### src/rtl/cache_pkg.sv
// Shared definitions for the data-cache miss path: FSM state encoding,
// default geometry (4 sets, 16-byte blocks) and address field positions.
// Latency: n/a (types and constants only). Backpressure: n/a.
package cache_pkg;

  localparam int BLOCK_WORDS = 4;   // words per cache block
  localparam int TAG_W       = 26;  // 32 - 6 for 4 sets of 16-byte blocks

  // Address field positions for the default geometry
  localparam int TAG_MSB   = 31;
  localparam int TAG_LSB   = 6;
  localparam int INDEX_MSB = 5;
  localparam int INDEX_LSB = 4;
  localparam int WORD_MSB  = 3;
  localparam int WORD_LSB  = 2;

  typedef enum logic [1:0] {
    IDLE,
    WB,
    FILL,
    COMMIT
  } state_t;

  function automatic logic [TAG_W-1:0] addr_tag(input logic [31:0] a);
    return a[TAG_MSB:TAG_LSB];
  endfunction

  function automatic logic [INDEX_MSB-INDEX_LSB:0] addr_index(input logic [31:0] a);
    return a[INDEX_MSB:INDEX_LSB];
  endfunction

  function automatic logic [WORD_MSB-WORD_LSB:0] addr_word(input logic [31:0] a);
    return a[WORD_MSB:WORD_LSB];
  endfunction

endpackage

### src/rtl/cache_miss_ctrl_if.sv
// L2 word-request bus between the miss controller (master) and L2 (slave).
// Latency: request held until l2_ack; read data valid in the ack cycle.
// Backpressure: L2 stalls a word simply by withholding l2_ack.
// Ports: l2_req/l2_we/l2_addr/l2_wdata (master->slave), l2_ack/l2_rdata (slave->master).
interface cache_miss_ctrl_if;
  logic        l2_req;
  logic        l2_we;
  logic [31:0] l2_addr;
  logic [31:0] l2_wdata;
  logic        l2_ack;
  logic [31:0] l2_rdata;

  modport master (
    output l2_req, l2_we, l2_addr, l2_wdata,
    input  l2_ack, l2_rdata
  );

  modport slave (
    input  l2_req, l2_we, l2_addr, l2_wdata,
    output l2_ack, l2_rdata
  );
endinterface

### src/rtl/cache_perf_cnt.sv
// Miss / write-back event counters for the miss controller.
// Latency: count visible the cycle after the start pulse. Backpressure: none.
// Ports: CLK, RST (sync, active-high), miss_start_i, wb_start_i, miss_cnt_o, wb_cnt_o.
module cache_perf_cnt (
  input  logic        CLK,
  input  logic        RST,
  input  logic        miss_start_i,
  input  logic        wb_start_i,
  output logic [31:0] miss_cnt_o,
  output logic [31:0] wb_cnt_o
);

  logic [31:0] miss_cnt_q, miss_cnt_d;
  logic [31:0] wb_cnt_q, wb_cnt_d;

  // Free-running wrap at 2^32
  always_comb begin
    miss_cnt_d = miss_cnt_q + {31'd0, miss_start_i};
    wb_cnt_d   = wb_cnt_q + {31'd0, wb_start_i};
  end

  always_ff @(posedge CLK) begin
    if (RST) begin
      miss_cnt_q <= '0;
      wb_cnt_q   <= '0;
    end else begin
      miss_cnt_q <= miss_cnt_d;
      wb_cnt_q   <= wb_cnt_d;
    end
  end

  assign miss_cnt_o = miss_cnt_q;
  assign wb_cnt_o   = wb_cnt_q;

endmodule

### src/rtl/cache_miss_ctrl.sv
// Data-cache miss controller: optional victim write-back, block refill from L2, tag commit.
// Latency: clean miss BLOCK_WORDS+1 cycles, dirty 2*BLOCK_WORDS+1 (ack every cycle) after the request cycle.
// Backpressure: pipeline frozen via stall; each L2 word waits for l2_ack.
// Ports: CLK, RST (sync, active-high); pipeline side mem_req/miss/addr; victim side
//   victim_dirty/victim_tag/wb_data/word_idx; L2 bus via cache_miss_ctrl_if.master;
//   array update fill_we/fill_data/tag_we; stall.
// Option: define CACHE_PERF_CNT_EN to add miss_cnt / wb_cnt outputs.
module cache_miss_ctrl #(
  parameter int BLOCK_WORDS = cache_pkg::BLOCK_WORDS,
  parameter int TAG_W       = cache_pkg::TAG_W
) (
  input  logic                           CLK,
  input  logic                           RST,
  input  logic                           mem_req,
  input  logic                           miss,
  input  logic [31:0]                    addr,
  input  logic                           victim_dirty,
  input  logic [TAG_W-1:0]               victim_tag,
  input  logic [31:0]                    wb_data,
  output logic [$clog2(BLOCK_WORDS)-1:0] word_idx,
  cache_miss_ctrl_if.master              l2,
  output logic                           fill_we,
  output logic [31:0]                    fill_data,
  output logic                           tag_we,
  output logic                           stall
`ifdef CACHE_PERF_CNT_EN
  ,
  output logic [31:0]                    miss_cnt,
  output logic [31:0]                    wb_cnt
`endif
);

  import cache_pkg::*;

  localparam int WIDX_W = $clog2(BLOCK_WORDS);
  localparam int OFF_W  = WIDX_W + 2;                  // byte offset within a block
  localparam int IDX_W  = INDEX_MSB - INDEX_LSB + 1;   // set index width
  localparam int LINE_W = 32 - OFF_W;                  // block-aligned address bits

  state_t             state_q;
  logic [WIDX_W-1:0]  word_idx_q;
  logic [LINE_W-1:0]  line_q;
  logic [TAG_W-1:0]   vtag_q;

  logic               start;
  logic               last_word;
  logic [31:0]        wb_addr;
  logic [31:0]        fill_addr;
  logic               unused_addr_lo;

  assign start     = (state_q == IDLE) && mem_req && miss;
  assign last_word = &word_idx_q;   // BLOCK_WORDS is a power of two
  assign unused_addr_lo = ^addr[OFF_W-1:0];

  // Write-back goes to the victim's block: victim tag with the requesting set index
  assign wb_addr   = {vtag_q, line_q[IDX_W-1:0], word_idx_q, 2'b00};
  assign fill_addr = {line_q, word_idx_q, 2'b00};

  always_ff @(posedge CLK) begin
    if (RST) begin
      state_q    <= IDLE;
      word_idx_q <= '0;
      line_q     <= '0;
      vtag_q     <= '0;
    end else begin
      case (state_q)
        IDLE: begin
          if (start) begin
            // Everything the sequence needs is captured here; inputs may wander while stalled
            line_q     <= addr[31:OFF_W];
            vtag_q     <= victim_tag;
            word_idx_q <= '0;
            state_q    <= victim_dirty ? WB : FILL;
          end
        end
        WB: begin
          if (l2.l2_ack) begin
            word_idx_q <= word_idx_q + 1'b1;   // wraps to 0 after the last word
            if (last_word) state_q <= FILL;
          end
        end
        FILL: begin
          if (l2.l2_ack) begin
            word_idx_q <= word_idx_q + 1'b1;
            if (last_word) state_q <= COMMIT;
          end
        end
        COMMIT: state_q <= IDLE;
        default: state_q <= IDLE;
      endcase
    end
  end

  // Outputs decode the registered state; only the first stall cycle and the
  // fill strobe follow inputs (mem_req/miss and l2_ack) within the cycle.
  always_comb begin
    l2.l2_req   = 1'b0;
    l2.l2_we    = 1'b0;
    l2.l2_addr  = '0;
    l2.l2_wdata = '0;
    fill_we     = 1'b0;
    fill_data   = '0;
    tag_we      = 1'b0;
    stall       = start;
    case (state_q)
      WB: begin
        l2.l2_req   = 1'b1;
        l2.l2_we    = 1'b1;
        l2.l2_addr  = wb_addr;
        l2.l2_wdata = wb_data;
        stall       = 1'b1;
      end
      FILL: begin
        l2.l2_req  = 1'b1;
        l2.l2_addr = fill_addr;
        fill_we    = l2.l2_ack;
        fill_data  = l2.l2_ack ? l2.l2_rdata : '0;
        stall      = 1'b1;
      end
      COMMIT: begin
        tag_we = 1'b1;
        stall  = 1'b1;
      end
      default: ;
    endcase
  end

  assign word_idx = word_idx_q;

`ifdef CACHE_PERF_CNT_EN
  logic wb_start;
  assign wb_start = start && victim_dirty;

  cache_perf_cnt u_perf_cnt (
    .CLK          (CLK),
    .RST          (RST),
    .miss_start_i (start),
    .wb_start_i   (wb_start),
    .miss_cnt_o   (miss_cnt),
    .wb_cnt_o     (wb_cnt)
  );
`endif

endmodule

### src/flat_wrapper.sv
// flat-port wrapper written by rule: the top's interface ports become plain ports
module cache_miss_ctrl_flat import cache_pkg::*;
#(
  parameter int BLOCK_WORDS = cache_pkg::BLOCK_WORDS,
  parameter int TAG_W       = cache_pkg::TAG_W
)
  (CLK, RST, mem_req, miss, addr, victim_dirty, victim_tag, wb_data, word_idx, fill_we, fill_data, tag_we, stall, l2_l2_req, l2_l2_we, l2_l2_addr, l2_l2_wdata, l2_l2_ack, l2_l2_rdata);
  cache_miss_ctrl_if l2_i ();
  input  logic CLK;
  input  logic RST;
  input  logic mem_req;
  input  logic miss;
  input  logic [31:0] addr;
  input  logic victim_dirty;
  input  logic [TAG_W-1:0] victim_tag;
  input  logic [31:0] wb_data;
  output logic [$clog2(BLOCK_WORDS)-1:0] word_idx;
  output logic fill_we;
  output logic [31:0] fill_data;
  output logic tag_we;
  output logic stall;
  output wire logic [$bits(l2_i.l2_req)-1:0] l2_l2_req;
  output wire logic [$bits(l2_i.l2_we)-1:0] l2_l2_we;
  output wire logic [$bits(l2_i.l2_addr)-1:0] l2_l2_addr;
  output wire logic [$bits(l2_i.l2_wdata)-1:0] l2_l2_wdata;
  input wire logic [$bits(l2_i.l2_ack)-1:0] l2_l2_ack;
  input wire logic [$bits(l2_i.l2_rdata)-1:0] l2_l2_rdata;
  assign l2_l2_req = l2_i.l2_req;
  assign l2_l2_we = l2_i.l2_we;
  assign l2_l2_addr = l2_i.l2_addr;
  assign l2_l2_wdata = l2_i.l2_wdata;
  assign l2_i.l2_ack = l2_l2_ack;
  assign l2_i.l2_rdata = l2_l2_rdata;
  cache_miss_ctrl #(.BLOCK_WORDS(BLOCK_WORDS), .TAG_W(TAG_W)) u_core (.CLK(CLK), .RST(RST), .mem_req(mem_req), .miss(miss), .addr(addr), .victim_dirty(victim_dirty), .victim_tag(victim_tag), .wb_data(wb_data), .word_idx(word_idx), .l2(l2_i), .fill_we(fill_we), .fill_data(fill_data), .tag_we(tag_we), .stall(stall));
endmodule
### config.mk
export PLATFORM = sky130hd
export DESIGN_NAME = cache_miss_ctrl_flat
export DESIGN_NICKNAME = d
export VERILOG_FILES = /design/src/rtl/cache_pkg.sv /design/src/rtl/cache_miss_ctrl_if.sv /design/src/rtl/cache_perf_cnt.sv /design/src/rtl/cache_miss_ctrl.sv /design/src/flat_wrapper.sv
export SDC_FILE = /design/constraint.sdc
export NUM_CORES = 1
export LEC_CHECK = 0
export CORE_MARGIN = 3
export CORE_UTILIZATION = 37
export CTS_CLUSTER_SIZE = 28
export DETAILED_ROUTE_END_ITERATION = 10
export PLACE_DENSITY = 0.87
export SYNTH_ARGS = -nofsm -noshare
export SYNTH_HDL_FRONTEND = slang
export SYNTH_SLANG_ARGS = --single-unit
export TNS_END_PERCENT = 100
### constraint.sdc
create_clock -name CLK -period 4 [get_ports CLK]
set_input_delay 1 -clock CLK [delete_from_list [all_inputs] [get_ports CLK]]
set_output_delay 1 -clock CLK [all_outputs]
set_load 0.1 [all_outputs]
==> results of run 1 <==
## per-layer routing
layer	track usage [%]	share of wire [%]	vias to the layer above
met5	0	0	-
met4	10.2	3.2	0
met3	3.75	5.6	31
met2	42.1	51	158
met1	28.0	40	1719
li1	-	-	1775
## report_power, final
group / total [W] / leakage, nW / internal [W] / switching [W]
combinational: 0.00198 / 1.79 / 0.000591 / 0.00139
clock: 0.000527 / 0.106 / 0.000309 / 0.000218
sequential: 0.000691 / 0.473 / 0.000647 / 0.0000442
## Yosys cell counts, types with 2 or more instances
cell	count	area (µm²)
dfxtp_1	58	1160
nor2_1	2	7.51
nor2b_1	27	169
buf_4	2	15.0
and3_1	33	206
a21oi_1	56	280
ha_1	7	87.6
a22oi_1	26	195
or4_1	2	15.0
buf_2	9	45.0
clkbuf_1	28	105
and2_1	37	231
nand2b_1	2	12.5
mux2i_1	2	20.0
nand2_1	112	420
inv_1	4	15.0
o31ai_1	2	15.0
## critical path, cell delays in order (launching register included)
cell     delay [ns]
dfxtp_1        0.41
inv_1          0.11
ha_1           0.94
o21a_1         0.27
and2_1         0.14
buf_4          0.29
## metrics by stage
stage	cells	utilization, %	hold WS, ns
after floorplan	417	-	0.432
after global placement	708	70.2	0.441
after detailed placement	708	70.2	0.443
after CTS	724	72.7	0.452
after global routing	724	72.7	0.478
final	724	72.7	0.450
## placed cells by master (no fill, tap or decap), types with 5 or more instances in the layout
master and n:
clkdlybuf4s50_1 124, nand2_1 112, buf_4 70, dfxtp_1 58, a21oi_1 56, and2_1 37
buf_12 33, and3_1 32, a22oi_1 26, nor2b_2 26, clkbuf_8 14, ha_1 5
## final cells by class
class	instances	area, µm²
tap	102	128
fill	593	2150
inverter	4	15.0
sequential	58	1160
clock buffer	15	196
timing repair buffer	228	2430
clock inverter	1	5.00
multi-input combinational	316	1800
## flip-flops by register name (all words and copies together) (netlist names)
register,count
u_core.word_idx,2
u_core.state_q,2
u_core.line_q,28
u_core.vtag_q,26
## final timing paths
kind / startpoint / to / slack [ns] / cells after the start
setup / recovery: u_core.state_q[0] / l2_l2_addr[4] / 0.49 / 5
hold / removal: u_core.line_q[0] / u_core.line_q[0] / 0.45 / 2
setup reg to reg: u_core.state_q[0] / u_core.word_idx[0] / 1.73 / 5
hold reg to reg: u_core.line_q[0] / u_core.line_q[0] / 0.45 / 2
## kinds of logic after synthesis
group	after synthesis	synth area share [%]
AOI/OAI and AO/OA	89	17.7
DFF	58	37.9
muxes	2	0.654
and+or+nand+nor	216	34.9
other	1	0.123
buffers and inverters	43	5.89
adders and majority gates	7	2.86
==> results.sh, run 1 <==
export IMPL_insertedDiodeCount=0
export IMPL_pwr_density_cell_nw_per_um2=557
export IMPL_cts_root_buffer="clkbuf_8"
export IMPL_drc=0
export IMPL_p_total_w=0.00319
export IMPL_grt_pass1_vias=3501
export IMPL_endpoint_kind="primary output"
export IMPL_final_area_um2=5740
export IMPL_path_clk_slew_ns=0.07
export IMPL_placed_area_um2=5540
export IMPL_worst_slew_pin_slew_ns=1.06
export IMPL_synthToLayoutAreaGrowth_pct=87.4
export IMPL_fp_row_count=32
export IMPL_io_pins=231
export IMPL_synth_seq_area_share_pct=37.9
export IMPL_setup_slack_ns=0.493
export IMPL_via_per_inst=5.09
export IMPL_die_height_um=96.9
export IMPL_crit_required_ns=3.00
export IMPL_run_status="finished clean"
export IMPL_drtIter0Drc=222
export IMPL_grt_max_degree=55
export IMPL_clk_path_buf_depth=2
export IMPL_crit_path_start_kind="register"
export IMPL_vias=3683
export IMPL_syn_area_um2=3060
export IMPL_start_util_pct=38.8
export IMPL_yosysUniqueCellTypes=24
export IMPL_dp_hpwl_um=8810
export IMPL_place_congestion=0.859
export IMPL_min_path_type="reg -> reg"
export IMPL_h_tree_depth=3
export IMPL_grtUsageTotal_pct=23.7
export IMPL_first_pass_iters=5
export IMPL_drv_cap=0
export IMPL_slew_violations=0
export IMPL_grt_overflow=0
export IMPL_setup_tns_ns=0
export IMPL_ir_drop_uv=259
export IMPL_wl_per_cell_um=16.2
export IMPL_leakage_nw=2.37
export IMPL_setup_viol=0
export IMPL_crit_arrival_ns=2.51
export IMPL_cts_resized_gates=0
export IMPL_wirelength_um=11700
export IMPL_grt_pass1_wl_um=18300
export IMPL_rsz0062_at_grt="no"
export IMPL_ys_seq_elements=58
export IMPL_async_flop_share_pct=0
export IMPL_cts_tree="built"
export IMPL_core_area_um2=7890
export IMPL_post_synth_inst_count=416
export IMPL_fin_crit_ns=3.51
export IMPL_crit_path_max_fanout=32
export IMPL_post_place_ws_ns=0.596
export IMPL_synth_flop_cell="dfxtp_1"
export IMPL_path_class="reg -> out"
export IMPL_final_hold_viol_count=0
export IMPL_max_freq_mhz=285
export IMPL_worstSkewPairLatency_ns=0.33
export IMPL_post_cts_buffers=0
export IMPL_fin_skew_ns=0.00986
export IMPL_ant_nets=0
export IMPL_antenna_found_initial=0
export IMPL_numCtsBuffers=9
export IMPL_synth_avg_cell_area_um2=7.36
export IMPL_finalCritPeriodShare_pct=87.7
export IMPL_die_w_um=96.9
export IMPL_die_area_um2=9400
export IMPL_cts_sinks=58
export IMPL_relSlewSlack_pct=29.1
export IMPL_port_buffers=224
export IMPL_final_layout_size_suffix_gt1_share_pct=24.1
export IMPL_yosys_warnings=0
export IMPL_nNetsFinal=752
export IMPL_hold_buffers=0
export IMPL_synth_edff_count=0
No activity file was read; power rests on OpenSTA's default activity.
==> run 2: changes to the inputs <==
--- a/config.mk
+++ b/config.mk
@@ -5,11 +5,13 @@
 export SDC_FILE = /design/constraint.sdc
 export NUM_CORES = 1
 export LEC_CHECK = 0
+export CAP_MARGIN = 20
 export CORE_MARGIN = 3
 export CORE_UTILIZATION = 37
 export CTS_CLUSTER_SIZE = 28
 export DETAILED_ROUTE_END_ITERATION = 10
 export PLACE_DENSITY = 0.87
+export SKIP_CTS_REPAIR_TIMING = 1
 export SYNTH_ARGS = -nofsm -noshare
 export SYNTH_HDL_FRONTEND = slang
 export SYNTH_SLANG_ARGS = --single-unit
==> results.sh, run 2 (same netlist as run 1, synthesis figures left out) <==
export IMPL_finalCritPeriodShare_pct=87.5
export IMPL_fin_skew_ns=0.00979
export IMPL_whs_path_depth=2
export IMPL_crit_path_max_fanout=32
export IMPL_ant_nets=0
export IMPL_crit_start="u_core.state_q[0]"
export IMPL_crit_arrival_ns=2.50
export IMPL_final_hold_viol_count=0
export IMPL_final_layout_size_suffix_gt1_share_pct=24.2
export IMPL_vias=3680
export IMPL_wirelength_um=11600
export IMPL_p_total_w=0.00320
export IMPL_port_buffers=224
export IMPL_reg_top3="u_core.line_q x28, u_core.vtag_q x26"
export IMPL_fin_crit_ns=3.50
export IMPL_grt_max_degree=55
export IMPL_path_class="reg -> out"
export IMPL_final_common_cell="clkdlybuf4s50_1"
export IMPL_insertedDiodeCount=0
export IMPL_wl_per_cell_um=16.0
export IMPL_die_w_um=96.9
export IMPL_worstSkewPairLatency_ns=0.33
export IMPL_r2r_end="u_core.word_idx[1]"
export IMPL_fp_row_count=32
export IMPL_min_from="u_core.line_q[0]"
export IMPL_setup_viol=0
export IMPL_worstRegToRegCells=5
export IMPL_core_area_um2=7890
export IMPL_cts_root_buffer="clkbuf_8"
export IMPL_slew_violations=0
export IMPL_antenna_found_initial=0
export IMPL_mostFrequentLayoutCells="clkdlybuf4s50_1 (124), nand2_1 (112), buf_4 (70), dfxtp_1 (58), a21oi_1 (56)"
export IMPL_synthToLayoutAreaGrowth_pct=88.3
export IMPL_ir_drop_uv=261
export IMPL_path_clk_slew_ns=0.07
export IMPL_drc=0
export IMPL_final_area_um2=5760
export IMPL_run_status="finished clean"
export IMPL_drtIter0Drc=204
export IMPL_rsz0062_at_grt="no"
export IMPL_cts_sinks=58
export IMPL_io_pins=231
export IMPL_numCtsBuffers=9
export IMPL_max_freq_mhz=286
export IMPL_worst_slew_pin_slew_ns=1.03
export IMPL_clk_path_buf_depth=2
export IMPL_crit_required_ns=3.00
export IMPL_largest_reg_flops=28
export IMPL_grt_overflow=0
export IMPL_grtUsageTotal_pct=23.7
export IMPL_pwr_density_cell_nw_per_um2=556
export IMPL_place_congestion=0.859
export IMPL_endpoint_kind="primary output"
export IMPL_dp_hpwl_um=8810
export IMPL_fill_cells=586
export IMPL_relSlewSlack_pct=31.1
export IMPL_h_tree_depth=3
export IMPL_via_per_inst=5.08
export IMPL_min_path_type="reg -> reg"
export IMPL_die_area_um2=9400
export IMPL_reg2reg_slack_ns=1.73
export IMPL_first_pass_iters=5
export IMPL_grt_pass1_wl_um=18300
export IMPL_setup_tns_ns=0
export IMPL_placed_area_um2=5540
export IMPL_timing_rr_start="u_core.state_q[0]"
export IMPL_crit_path_start_kind="register"
export IMPL_grt_pass1_vias=3501
export IMPL_die_height_um=96.9
export IMPL_drv_cap=0
export IMPL_cts_tree="built"
export IMPL_nNetsFinal=753
export IMPL_leakage_nw=2.38
export IMPL_start_util_pct=38.8
export IMPL_hold_end="u_core.line_q[0]"
export IMPL_regMostFlops="u_core.line_q"
==> run 2: cell types whose count changed in the layout (fill, tap and decap cells not counted), sizes merged <==
cell	change
buf	+1
==> run 2: layer usage <==
metal / wire length, µm / part of all wire, % / up-vias / track usage, %
li1: - / - / 1777 / -
met1: 4500 / 39 / 1712 / 28.0
met2: 6100 / 52 / 161 / 42.1
met3: 668 / 5.7 / 30 / 3.75
met4: 364 / 3.1 / 0 / 10.2
met5: 0 / 0 / - / 0
==> run 2: how the worst max path moves through the flow <==
stage	to	slack (ns)	cells after the start
CTS	l2_l2_addr[4]	0.50	5
detailed placement	fill_data[8]	0.60	4
global route	l2_l2_addr[3]	0.39	5
finish	l2_l2_addr[2]	0.50	5
floorplan	l2_l2_addr[10]	0.28	5
global placement	fill_data[31]	0.62	4
==> run 2: worst max-delay path, stage by stage, from the launching register on <==
cell and delay (ns):
dfxtp_1 0.41, inv_1 0.11, ha_1 0.92, o21a_1 0.27, and2_1 0.13, buf_4 0.29
==> run 2: stage by stage <==
step                hold WS, ns  setup WS [ns]  instances  util (%)
floorplan                 0.432          0.276        417         -
global placement          0.441          0.621        708      70.2
detailed placement        0.443          0.596        708      70.2
CTS                       0.452          0.497        724      72.7
global route              0.478          0.385        725      73.1
finish                    0.449          0.501        725      73.1
==> run 2: cell type report <==
class	instances	area, µm²	area share [%]
multi-input cells	316	1800	31.2
flip-flops and latches	58	1160	20.1
repair buffers	229	2460	42.7
inverters	4	15.0	0.260
clock buffers	15	196	3.41
clock inverters	1	5.00	0.0868
well taps	102	128	2.21
==> run 2: where the power goes <==
group | switching (W) | internal, W
clock network | 0.000217 | 0.000309
logic | 0.00139 | 0.000601
registers | 0.0000442 | 0.000647
